$ cat config.mk
export PLATFORM = sky130hd
export DESIGN_NAME = fxu_writeback_buffer
export DESIGN_NICKNAME = d
export VERILOG_FILES = /design/src/rtl/fxu_writeback_buffer.sv
export SDC_FILE = /design/constraint.sdc
export NUM_CORES = 1
export LEC_CHECK = 0
export ABC_CLOCK_PERIOD_IN_PS = 2700
export CAP_MARGIN = 0
export CORE_ASPECT_RATIO = 1.5
export CORE_MARGIN = 2
export CORE_UTILIZATION = 55
export DETAILED_ROUTE_END_ITERATION = 6
export HOLD_SLACK_MARGIN = 0.08
export PLACE_DENSITY = 0.84
export SLEW_MARGIN = 40
export SYNTH_ARGS = -nofsm -noshare
export SYNTH_HDL_FRONTEND = slang
export SYNTH_SLANG_ARGS = --single-unit
$ cat constraint.sdc
create_clock -name clk -period 2.7 [get_ports clk]
set_input_delay 0.27 -clock clk [delete_from_list [all_inputs] [get_ports clk]]
set_output_delay 0.27 -clock clk [all_outputs]
set_load 0.03 [all_outputs]
$ cat src/rtl/fxu_writeback_buffer.sv
// In-order writeback queue between the fixed-point unit and the register-file write port.
// Push visible on wb_* one cycle later; the producer is never stalled; issue_hold is raised SLACK entries early instead.
module fxu_writeback_buffer #(
   parameter int DEPTH   = 4,
   parameter int SLACK   = 2,
   parameter int THREADS = 1,
   localparam int TID_W  = (THREADS > 1) ? $clog2(THREADS) : 1,
   localparam int CNT_W  = $clog2(DEPTH + 1)
) (
   input  logic             clk,
   input  logic             reset,
   input  logic             res_valid,
   input  logic [TID_W-1:0] res_thread,
   input  logic             res_gpr_we,
   input  logic [4:0]       res_gpr_addr,
   input  logic [31:0]      res_gpr_data,
   input  logic             res_cr_we,
   input  logic [2:0]       res_crf,
   input  logic [3:0]       res_cr_data,
   input  logic             res_xer_we,
   input  logic [2:0]       res_xer,
   input  logic             flush,
   input  logic [TID_W-1:0] flush_thread,
   output logic             wb_valid,
   input  logic             wb_ready,
   output logic [TID_W-1:0] wb_thread,
   output logic             wb_gpr_we,
   output logic [4:0]       wb_gpr_addr,
   output logic [31:0]      wb_gpr_data,
   output logic             wb_cr_we,
   output logic [2:0]       wb_crf,
   output logic [3:0]       wb_cr_data,
   output logic             wb_xer_we,
   output logic [2:0]       wb_xer,
   output logic             issue_hold,
   output logic [CNT_W-1:0] occupancy,
   output logic             overflow
);

   localparam int PTR_W  = $clog2(DEPTH);
   localparam int HOLD_I = (DEPTH > SLACK) ? (DEPTH - SLACK) : 0;
   localparam logic [CNT_W-1:0] FULL_CNT = CNT_W'(DEPTH);
   localparam logic [CNT_W-1:0] HOLD_CNT = CNT_W'(HOLD_I);

   typedef struct packed {
      logic [TID_W-1:0] thr;
      logic             gpr_we;
      logic [4:0]       gpr_addr;
      logic [31:0]      gpr_data;
      logic             cr_we;
      logic [2:0]       crf;
      logic [3:0]       cr_data;
      logic             xer_we;
      logic [2:0]       xer;
   } entry_t;

   entry_t             mem_q [DEPTH];
   entry_t             mem_d [DEPTH];
   logic [DEPTH-1:0]   kill_q, kill_d;
   logic [PTR_W-1:0]   rd_ptr_q, rd_ptr_d;
   logic [PTR_W-1:0]   wr_ptr_q, wr_ptr_d;
   logic [CNT_W-1:0]   count_q, count_d;
   logic               overflow_q, overflow_d;

   entry_t in_ent, head, wb_ent;
   logic   push, pop, accept, full, nonempty, head_vld;

   always_comb begin
      in_ent   = '{thr: res_thread, gpr_we: res_gpr_we, gpr_addr: res_gpr_addr,
                   gpr_data: res_gpr_data, cr_we: res_cr_we, crf: res_crf,
                   cr_data: res_cr_data, xer_we: res_xer_we, xer: res_xer};
      push     = res_valid && (res_gpr_we || res_cr_we || res_xer_we);
      nonempty = (count_q != '0);
      full     = (count_q == FULL_CNT);
      head     = mem_q[rd_ptr_q];
      head_vld = nonempty && !kill_q[rd_ptr_q];
      // A killed head drains silently so flushed work never blocks live entries.
      pop      = (head_vld && wb_ready) || (nonempty && kill_q[rd_ptr_q]);
      accept   = push && (!full || pop);

      mem_d  = mem_q;
      kill_d = kill_q;
      if (flush) begin
         for (int i = 0; i < DEPTH; i++) begin
            if (mem_q[i].thr == flush_thread) kill_d[i] = 1'b1;
         end
      end
      if (pop) kill_d[rd_ptr_q] = 1'b0;
      if (accept) begin
         mem_d[wr_ptr_q]  = in_ent;
         kill_d[wr_ptr_q] = flush && (res_thread == flush_thread);
      end

      rd_ptr_d = pop    ? rd_ptr_q + PTR_W'(1) : rd_ptr_q;
      wr_ptr_d = accept ? wr_ptr_q + PTR_W'(1) : wr_ptr_q;

      count_d = count_q;
      if (accept && !pop)      count_d = count_q + CNT_W'(1);
      else if (!accept && pop) count_d = count_q - CNT_W'(1);

      overflow_d = overflow_q || (push && full && !pop);

      wb_ent = head_vld ? head : '0;
   end

   always_ff @(posedge clk or negedge reset) begin
      if (!reset) begin
         kill_q     <= '0;
         rd_ptr_q   <= '0;
         wr_ptr_q   <= '0;
         count_q    <= '0;
         overflow_q <= 1'b0;
      end else begin
         kill_q     <= kill_d;
         rd_ptr_q   <= rd_ptr_d;
         wr_ptr_q   <= wr_ptr_d;
         count_q    <= count_d;
         overflow_q <= overflow_d;
      end
   end

   always_ff @(posedge clk) begin
      mem_q <= mem_d;
   end

   assign wb_valid    = head_vld;
   assign wb_thread   = wb_ent.thr;
   assign wb_gpr_we   = wb_ent.gpr_we;
   assign wb_gpr_addr = wb_ent.gpr_addr;
   assign wb_gpr_data = wb_ent.gpr_data;
   assign wb_cr_we    = wb_ent.cr_we;
   assign wb_crf      = wb_ent.crf;
   assign wb_cr_data  = wb_ent.cr_data;
   assign wb_xer_we   = wb_ent.xer_we;
   assign wb_xer      = wb_ent.xer;
   assign issue_hold  = (count_q >= HOLD_CNT);
   assign occupancy   = count_q;
   assign overflow    = overflow_q;

endmodule

==> impl_metrics.py <==
metrics = {
    "worst_hold_path": {
        "hold_class": "in2async",
    },
    "worst_setup_path": {
        "r2r-end": "occupancy[1]",
        "crit_slowest_cell": "mux4_2",
        "r2r-start": "rd_ptr_q[0]",
        "critPathKind": "reg2out",
        "r2r_cells": 6,
        "reg2reg_setup_slack_ps": 380,
        "crit_path_max_fanout": 18,
        "worstPathArrival_ps": 2410,
        "crit_top_cell": "buf_4",
        "crit_end": "wb_crf[1]",
        "critPathLaunch": "rd_ptr_q[0]",
        "cp.depth": 5,
        "end_kind": "primary output",
        "crit_family": "multiplexers",
        "crit_chain": "mux4_2 -> nand2b_2 -> buf_4 -> nor2b_1 -> buf_4",
        "critPathMaxStageDelay_ps": 550,
        "cp.required_ps": 2430,
        "path_buf_inv": 2,
        "cp-start-kind": "register",
    },
    "synthesis": {
        "synth_top_area_share_pct": 71.8,
        "synth_area_leaders": "edfxtp_1, mux4_2, nor2b_1",
        "synth-warning-count": 0,
        "synthesis.instances": 401,
        "synth.net_count": 468,
        "postSynthAreaPerCell_sq_um": 21.3,
        "synth-seq-cells": 216,
        "ys_types": 30,
        "yosysSeqAreaShare_pct": 75.3,
        "synth_top_cell_by_area": "edfxtp_1",
        "netlist_area_sq_um": 8530,
    },
    "finish": {
        "antenna_cells": 0,
        "final_util_pct": 69.7,
        "finalNetCount": 598,
        "fin_area_sq_um": 10600,
        "syn_to_final_growth_pct": 23.7,
        "drive_gt1_share_pct": 31.6,
    },
    "clock_network": {
        "post_cts_buffers": 0,
        "htreeDepth": 1,
        "clock_sinks": 216,
        "cts_tree": "done",
        "cts_buffer_depth": 3,
        "cts-buffers-inserted": 19,
        "root_buffer": "clkbuf_16",
        "clkTransAtPathRegs_ps": 60,
        "clk_latency_ps": 490,
    },
    "sta": {
        "tightest_slew_ps": 586,
        "holdWs_ps": 156,
        "max_freq_mhz": 373,
        "clock_skew_ps": 16.3,
        "final.setup.worst_slack_ps": 21.7,
        "min_period_ps": 2680,
        "drv_slew": 0,
        "setup_violations": 0,
        "maxSlewHeadroom_pct": 60.8,
        "period_share_pct": 99.2,
        "finalHoldViolations": 0,
        "rsz0062_at_grt": "true",
    },
    "die": {
        "die_y_microns": 157,
        "die_area_sq_um": 16500,
        "start_util_pct": 56.3,
        "core_sq_um": 15100,
        "die_w_microns": 106,
        "ios": 114,
        "rows": 55,
    },
    "power": {
        "intPower_w": 0.00841,
        "power.density_nw_per_um2": 1250,
        "peakVddDrop_uv": 876,
        "seqPwrFrac_pct": 34.7,
        "power_frac_clock_pct": 19.4,
        "switching_power_w": 0.00483,
        "total_power_w": 0.0132,
        "switching_share_pct": 36.5,
        "comb_power_share_pct": 46.0,
        "power_leakage_nw": 3.62,
    },
    "global_route": {
        "grt_start_max_net_pins": 44,
        "track_usage_pct": 20.4,
        "grt_antenna_before_repair": 0,
        "grt_pass1_wl_mm": 25.3,
        "grt_pass1_vias": 4505,
        "overflow": 0,
    },
    "drt": {
        "final_antenna_net_count": 0,
        "routed_via_density": 5.60,
        "wl_per_cell_microns": 22.1,
        "first_pass_iters": 5,
        "drc": 0,
        "first_iter_violations": 274,
        "routed_wirelength_mm": 16.4,
        "num_vias": 4160,
    },
    "flow_run": {
        "drv_cap": 0,
    },
    "placement": {
        "routabilityCongestion": 0.788,
        "placed_cell_area_sq_um": 9930,
        "portBuffers": 113,
        "hpwl_mm": 10.4,
        "pre_cts_ws_ps": 114,
    },
    "outcome": {
        "status": "complete, no violations",
    },
}
state kept, by name, indices dropped and copies added, names as in the netlist:
name,count
wr_ptr_q,2
overflow,1
kill_q,4
rd_ptr_q,2
mem_q,204
occupancy,3
cells in the final DEF (no fill, tap or decap), drive strengths merged:
cell type	count
edfxtp	204
buf	68
clkdlybuf4s50	61
mux4	52
nor2b	52
clkbuf	24
dfrtp	12
ha	9
inv	9
xnor2	8
mux2	6
and2	5
clkinv	5
a21oi	4
a31oi	4
clkinvlp	3
o31ai	2
mux2i	2
nor2	2
nand2	2
xor2	2
or3	1
nand2b	1
or4b	1
o21ba	1
a22oi	1
or2	1
o21ai	1
fa	1
Yosys cell counts:
master	n
o21ai_0	1
or4b_1	1
ha_1	9
nor2_1	2
mux2_4	4
nand2b_1	1
a21oi_1	4
a22oi_1	1
clkbuf_1	11
o31ai_1	2
inv_1	7
xor2_1	2
xnor2_1	8
and2_4	4
edfxtp_1	204
mux2i_1	2
buf_2	7
and2_1	1
or2_2	1
mux4_2	52
buf_1	1
fa_1	1
a31oi_1	4
nand2_1	2
or3_1	1
buf_6	1
o21ba_1	1
mux2_2	2
nor2b_1	52
dfrtp_1	12
worst min-delay path by stage:
stage | startpoint | endpoint | depth (start not counted)
after global placement | overflow | overflow | 2
final | reset | occupancy[0] | 1
after detailed placement | overflow | overflow | 2
after global routing | reset | rd_ptr_q[0] | 1
after CTS | reset | wr_ptr_q[1] | 1
after floorplan | reset | kill_q[0] | 0
what timing repair did:
action / 4_1_cts / 5_1_grt
hold buffers: 0 / 0
gates resized for setup: 2 / 6
setup endpoints to repair: 4 / 17
per-layer routing:
metal | wire [microns] | up-vias | GRT usage, % | share of wire [%]
met4 | 394 | 0 | 7.64 | 2.4
li1 | - | 1865 | - | -
met5 | 0 | - | 0 | 0
met1 | 6210 | 2146 | 25.3 | 38
met3 | 708 | 22 | 2.71 | 4.3
met2 | 9100 | 127 | 36.7 | 55
power by group through the flow:
stage / Clock, W / Combinational, W / Sequential (W)
2_1_floorplan: 0 / 0.00388 / 0.00460
3_3_place_gp: 0 / 0.00598 / 0.00460
3_5_place_dp: 0 / 0.00608 / 0.00465
4_1_cts: 0.00261 / 0.00614 / 0.00459
5_1_grt: 0.00272 / 0.00646 / 0.00464
6_report: 0.00257 / 0.00608 / 0.00459
stage by stage:
step,cells,setup TNS (ps)
6_report,743,0
5_1_grt,743,-56.9
4_1_cts,743,-16.4
3_5_place_dp,709,0
3_3_place_gp,709,0
2_1_floorplan,401,0
area by class of cell:
class / instances / area (sq um)
clock buffers: 24 / 534
clock inverters: 10 / 65.1
fillers: 923 / 4590
inverters: 7 / 26.3
multi-input cells: 158 / 2010
flip-flops and latches: 216 / 6430
well taps: 199 / 249
repair buffers: 129 / 1240
logic make-up after synthesis:
group                    after synthesis  share of synthesized area (%)
multiplexers                          60                           14.9
AND/OR/NAND/NOR                       65                           4.81
adder cells (fa/ha/maj)               10                           1.55
buffers and inverters                 27                           1.38
XOR/XNOR                              10                           1.03
flip-flops                           216                           75.3
AO/OA/AOI/OAI                         13                          0.968
Note: power is estimated with default switching activity, not from simulation.
